`config.mk`:
```
export PLATFORM = sky130hd
export DESIGN_NAME = sram22_64x32m4w8_port_ctrl
export DESIGN_NICKNAME = d
export VERILOG_FILES = /design/src/rtl/sram22_64x32m4w8_port_ctrl.sv
export SDC_FILE = /design/constraint.sdc
export NUM_CORES = 1
export LEC_CHECK = 0
export CORE_MARGIN = 4
export CORE_UTILIZATION = 42
export DETAILED_ROUTE_END_ITERATION = 8
export GPL_ROUTABILITY_DRIVEN = 0
export PLACE_DENSITY = 0.81
export RECOVER_POWER = 50
export SLEW_MARGIN = 20
export SYNTH_ARGS = -nofsm -noshare
export SYNTH_HDL_FRONTEND = slang
export SYNTH_SLANG_ARGS = --single-unit
export TNS_END_PERCENT = 1
```
`constraint.sdc`:
```
create_clock -name clk -period 5.1 [get_ports clk]
set_clock_uncertainty 0.1 [all_clocks]
set_input_delay 1.275 -clock clk [delete_from_list [all_inputs] [get_ports clk]]
set_output_delay 1.275 -clock clk [all_outputs]
set_load 0.02 [all_outputs]
```
`src/rtl/sram22_64x32m4w8_port_ctrl.sv`:
```
// Port controller between the host request/response channels and the
// 64x32 byte-masked SRAM22 macro. Requests drive the macro pins directly;
// read data comes back one cycle later and goes to the host either straight
// from the macro (bypass) or from a small response FIFO when the host stalls.
module sram22_64x32m4w8_port_ctrl #(
    parameter int DATA_WIDTH  = 32,
    parameter int ADDR_WIDTH  = 6,
    parameter int WMASK_WIDTH = 4,
    parameter int RESP_DEPTH  = 2
) (
    input  logic                   clk,
    input  logic                   rst,
    input  logic                   req_valid,
    output logic                   req_ready,
    input  logic                   req_we,
    input  logic [WMASK_WIDTH-1:0] req_wmask,
    input  logic [ADDR_WIDTH-1:0]  req_addr,
    input  logic [DATA_WIDTH-1:0]  req_wdata,
    output logic                   rsp_valid,
    input  logic                   rsp_ready,
    output logic [DATA_WIDTH-1:0]  rsp_rdata,
    output logic                   sram_we,
    output logic [WMASK_WIDTH-1:0] sram_wmask,
    output logic [ADDR_WIDTH-1:0]  sram_addr,
    output logic [DATA_WIDTH-1:0]  sram_din,
    input  logic [DATA_WIDTH-1:0]  sram_dout
);

    localparam int PTR_W = (RESP_DEPTH > 1) ? $clog2(RESP_DEPTH) : 1;
    localparam int CNT_W = $clog2(RESP_DEPTH + 1);

    logic [DATA_WIDTH-1:0] rsp_mem [RESP_DEPTH];
    logic [PTR_W-1:0]      wr_ptr;
    logic [PTR_W-1:0]      rd_ptr;
    logic [CNT_W-1:0]      count;
    logic                  rd_pend;
    logic [ADDR_WIDTH-1:0] addr_q;

    logic [CNT_W:0]        occ;
    logic                  fire;
    logic                  buf_empty;
    logic                  push;
    logic                  pop;

    // Circular pointer advance that wraps at the buffer depth
    function automatic logic [PTR_W-1:0] ptr_inc(input logic [PTR_W-1:0] p);
        return (p == PTR_W'(RESP_DEPTH - 1)) ? '0 : p + PTR_W'(1);
    endfunction

    // Credit check, macro pin drive and response selection. A read in flight
    // counts as an occupied slot so its data always has somewhere to land.
    always_comb begin
        occ        = {1'b0, count} + (CNT_W + 1)'(rd_pend);
        req_ready  = !rst && (occ < (CNT_W + 1)'(RESP_DEPTH));
        fire       = req_valid && req_ready;

        sram_we    = fire && req_we;
        sram_wmask = rst ? '0 : req_wmask;
        sram_din   = req_wdata;
        sram_addr  = fire ? req_addr : addr_q;

        buf_empty  = (count == '0);
        rsp_valid  = !rst && (!buf_empty || rd_pend);
        rsp_rdata  = buf_empty ? sram_dout : rsp_mem[rd_ptr];

        pop        = !rst && !buf_empty && rsp_ready;
        push       = !rst && rd_pend && !(buf_empty && rsp_ready);
    end

    // Control state: read-pending flag, held address, FIFO pointers and count
    always_ff @(posedge clk) begin
        if (rst) begin
            rd_pend <= 1'b0;
            addr_q  <= '0;
            wr_ptr  <= '0;
            rd_ptr  <= '0;
            count   <= '0;
        end else begin
            rd_pend <= fire && !req_we;
            if (fire) begin
                addr_q <= req_addr;
            end
            if (push) begin
                wr_ptr <= ptr_inc(wr_ptr);
            end
            if (pop) begin
                rd_ptr <= ptr_inc(rd_ptr);
            end
            case ({push, pop})
                2'b10:   count <= count + CNT_W'(1);
                2'b01:   count <= count - CNT_W'(1);
                default: count <= count;
            endcase
        end
    end

    // Response storage; the macro output is captured here when it cannot bypass
    always_ff @(posedge clk) begin
        if (push) begin
            rsp_mem[wr_ptr] <= sram_dout;
        end
    end

endmodule

```
### Yosys cells after proc, flatten, opt, wreduce, memory -nomap -nowiden

Memory sizes are Yosys's and may differ from the RTL's. A register that Yosys moved wholly into a read port is not among the register bits.
Cells that the tools add are included.
Widths: inputs -> output; s select.

* memories: 1
* bits in writable memories: 64
* register bits after elaboration: 11
* logic and storage cells: 41
* output and inout bits: 77

Memories
* rsp_mem: words 2, width 32, rd ports 1, clocked after memory_dff 1, write ports 1, line 32 `logic [DATA_WIDTH-1:0] rsp_mem [RESP_DEPTH];`

* reductions and logical operators: 17
* add/sub/neg operators: 5
* multiplexer cells: 10
* magnitude comparators: 1
* equal/unequal tests: 2

Operator list (number)
* $mux 32: 1
* $logic_and 1x1->1: 10
* $mux 1: 6
* $mux 6: 1
* $logic_not 1->1: 4
* $mux 4: 1
* $pmux 2 s2: 1
* $add 2x1->3: 1
* $lt 3x2->1 const B: 1
* $add 1x1->1 const B: 2
* $add 2x1->2 const B: 1
* $eq 2x1->1 const B: 1
* $eq 2x2->1 const B: 1
* $logic_not 2->1: 1
* $reduce_bool 2->1: 1
* $sub 2x1->2 const B: 1
* $logic_or 1x1->1: 1

### Logic depth before layout (Yosys ltp)

* depth after elaboration: 6
* gate-level depth with buffers: 8

### Worst setup path before layout

Ideal clock, no wire load.

* path type: input to register
* start point: in rst
* end point: mem rsp_mem[1][0] (enable)
* path buffers: 1
* arrival time: 3.838 ns
* data required time: 4.532 ns
* slack: 0.694 ns
* library setup time: 0.468 ns
* cell stages on the path: 2
* path through: buf_2 -> nor3b_1

* cells in the longest elaborated chain, start to end: 5

RTL lines
* start: declaration: line 12 `input logic rst,`
* $logic_not 1->1: line 67 `push = !rst && rd_pend && !(buf_empty && rsp_ready);`
* $logic_and 1x1->1 (2 in a row): line 67
* $mux 1: line 99 `if (push) begin`
* $mux 1 (not written as such): line 100 `rsp_mem[wr_ptr] <= sram_dout;`
* end: declaration: line 32

Every way passes these cells.

### Worst setup path in the final report

* start point: in rst
* end point: out sram_addr[5]

* cells in the longest elaborated chain, start to end: 4

RTL lines
* $logic_not 1->1: line 54 `req_ready = !rst && (occ < (CNT_W + 1)'(RESP_DEPTH));`
* $logic_and 1x1->1: line 54
* $logic_and 1x1->1: line 55 `fire = req_valid && req_ready;`
* $mux 6
* end: declaration: line 24 `output logic [ADDR_WIDTH-1:0] sram_addr,`

Every way passes these cells.

==> results.cfg <==
[run_status]
status = finished clean

[cells_and_area]
final_cell_mix = 64 x edfxtp_1, 57 x clkdlybuf4s50_1, 40 x nor2_1, 40 x a21oi_1, 34 x dlygate4sd3_1
final_common_cell = edfxtp_1
area_delta_synth_final_pct = 27.2
final_nets = 419
final.fill_count = 704
final_util_pct = 54.5
drive_above_1_share_pct = 8.72
antenna_cells = 0

[critical_path]
arrival_ps = 3330
critPathMaxStageDelay_ps = 550
r2r_setup_slack_ps = 2550
end_kind = output pin
reg2reg_to = rsp_mem[0][11]
critPathRequiredTime_ps = 3720
startpoint_type = primary input
path_cells = clkdlybuf4s50_1, a211oi_1, nand2_4, mux2_4, clkdlybuf4s50_1
cpMostUsedCell = clkdlybuf4s50_1
r2r-start = count[0]
critical_path.max_fanout = 7
crit_type = in2out
r2r_cells = 4
crit_slowest_cell = a211oi_1

[clock_tree]
cts_max_path_buffers = 2
clock_latency_ps = 330
cts_tree = built
cts-root-buf = clkbuf_8
ctsResizeCount = 0
clk_pin_slew_ps = 70
post_cts_buffers = 0
clock_sinks = 76
htreeDepth = 3
cts_hold_buf = 0
cts_inserted_buffers = 9

[yosys]
synth_cells = 277
synth_area_um2 = 3500
ys_ff_latch = 76
synth-seq-area-share_pct = 61.8
synth.avg_cell_area_um2 = 12.6
synth_edf_count = 64
yosysUniqueCellTypes = 28
ys_warn_count = 0
ys_async_sr_fraction_pct = 0
ys.flop_type = edfxtp_1
syn_nets = 357

[timing]
worst_slew_pin_slew_ps = 1090
slew_headroom_pct = 27.4
rsz0062_at_grt = false
finalSetupViolCount = 0
fin_tns_setup_ps = 0
final_max_slew_viol_count = 0
fin_crit_ps = 4700
fin_crit_sh_pct = 92.2
fmaxAchievable_mhz = 213
hold_viol_final = 0

[power]
pwr_density_cell_nw_per_um2 = 302
peakVddDrop_v = 0.000148
leakage_nw = 1.50

[grt]
grt_use_total_pct = 13.9
grt_pass1_vias = 2202
grt_pass1_wl_um = 10800
gr-total-overflow = 0
antenna_found_initial = 0
grt_max_degree = 33

[worst_hold_path]
min_from = addr_q[3]
holdPathStages = 2
hold_end = addr_q[3]
min_path_type = reg2reg

[floorplanning]
die_w_um = 99.3
die-area_um2 = 9860
core_um2 = 8180
top_level_ports = 156
start_util_pct = 42.8
die_h_um = 99.3
num_rows = 33

[place]
dpl.hpwl_um = 4700
io_buffer_count = 91

[detailed_routing]
num_vias = 2172
vias_per_cell = 4.84
drt-initial-drc-count = 45
drtPass1Iterations = 5
ant_nets = 0
routed_wl_um = 6680
drc_errors = 0
wire_per_inst_um = 14.9

[job]
maxCapViolations = 0
-- report_power, final --
part	switching (mW)	leakage, nW	internal (mW)
Sequential	0.00692	0.675	0.680
Clock	0.203	0.107	0.275
Combinational	0.0856	0.722	0.0940
-- registers in the layout, indices dropped and copies added (netlist names), named ones only --
name / cells
addr_q: 6
rsp_mem: 64
wr_ptr: 1
count: 2
rd_pend: 1
rd_ptr: 1
-- worst max path at each step --
stage	from	to	slack (ps)	cells after the start
detailed placement	rst	sram_addr[2]	620	5
global route	rst	sram_addr[5]	300	5
global placement	rst	sram_addr[1]	660	5
finish	rst	sram_addr[5]	400	5
CTS	rst	sram_addr[2]	610	5
floorplan	rst	rsp_mem[1][0]	690	2
-- per-stage QoR --
stage | total power, mW | instances | hold WS, ps | cell area [um2] | worst slack [ps]
final | 1.34 | 449 | 388 | 4450 | 396
after global routing | 1.41 | 449 | 411 | 4450 | 299
after CTS | 1.37 | 449 | 387 | 4490 | 607
after detailed placement | 0.889 | 433 | 375 | 4280 | 617
after global placement | 0.884 | 433 | 373 | 4280 | 661
after floorplan | 0.824 | 277 | 354 | 3500 | 694
-- synth_stat cells, types with 2 or more instances --
cell,number,area [um2]
nor2_1,40,150
buf_6,2,22.5
mux2i_1,32,320
a21oi_1,40,200
nand3_1,6,30.0
mux2_4,6,90.1
inv_1,2,7.51
xor2_1,2,17.5
dfxtp_1,12,240
o21ai_0,8,40.0
or2_1,2,12.5
nor2b_1,5,31.3
edfxtp_1,64,1920
buf_4,34,255
buf_2,9,45.0
-- routing by layer --
| layer | global-route usage (%) | share of wire [%] |
|---|---|---|
| met5 | 0 | 0 |
| met4 | 6.62 | 1.9 |
| met3 | 4.49 | 7.0 |
| met2 | 23.2 | 51 |
| met1 | 16.2 | 40 |
-- cells by family after synthesis --
kind of cell / share of synthesized area [%]
multiplexers: 12.0
AND/OR/NAND/NOR: 7.47
adder cells (fa/ha/maj): 0.357
AO/OA/AOI/OAI: 7.93
flip-flops: 61.8
buffers and inverters: 9.69
XOR/XNOR: 0.751
-- critical path, delay by kind of cell --
family	cells	cell delay, ps
AOI/OAI and AO/OA	1	550
buffers and inverters	2	960
muxes	1	340
and+or+nand+nor	1	200
-- final cells by class --
cell class                      instances  area [um2]  share of cell area (%)
Timing Repair Buffer                   98         952                    21.4
Inverter                                2        7.51                   0.169
Clock inverter                          5        78.8                    1.77
Sequential cell                        76        2160                    48.6
Tap cell                              105         131                    2.95
Multi-Input combinational cell        152         988                    22.2
Clock buffer                           11         131                    2.95
No activity file was read; power rests on OpenSTA's default activity.
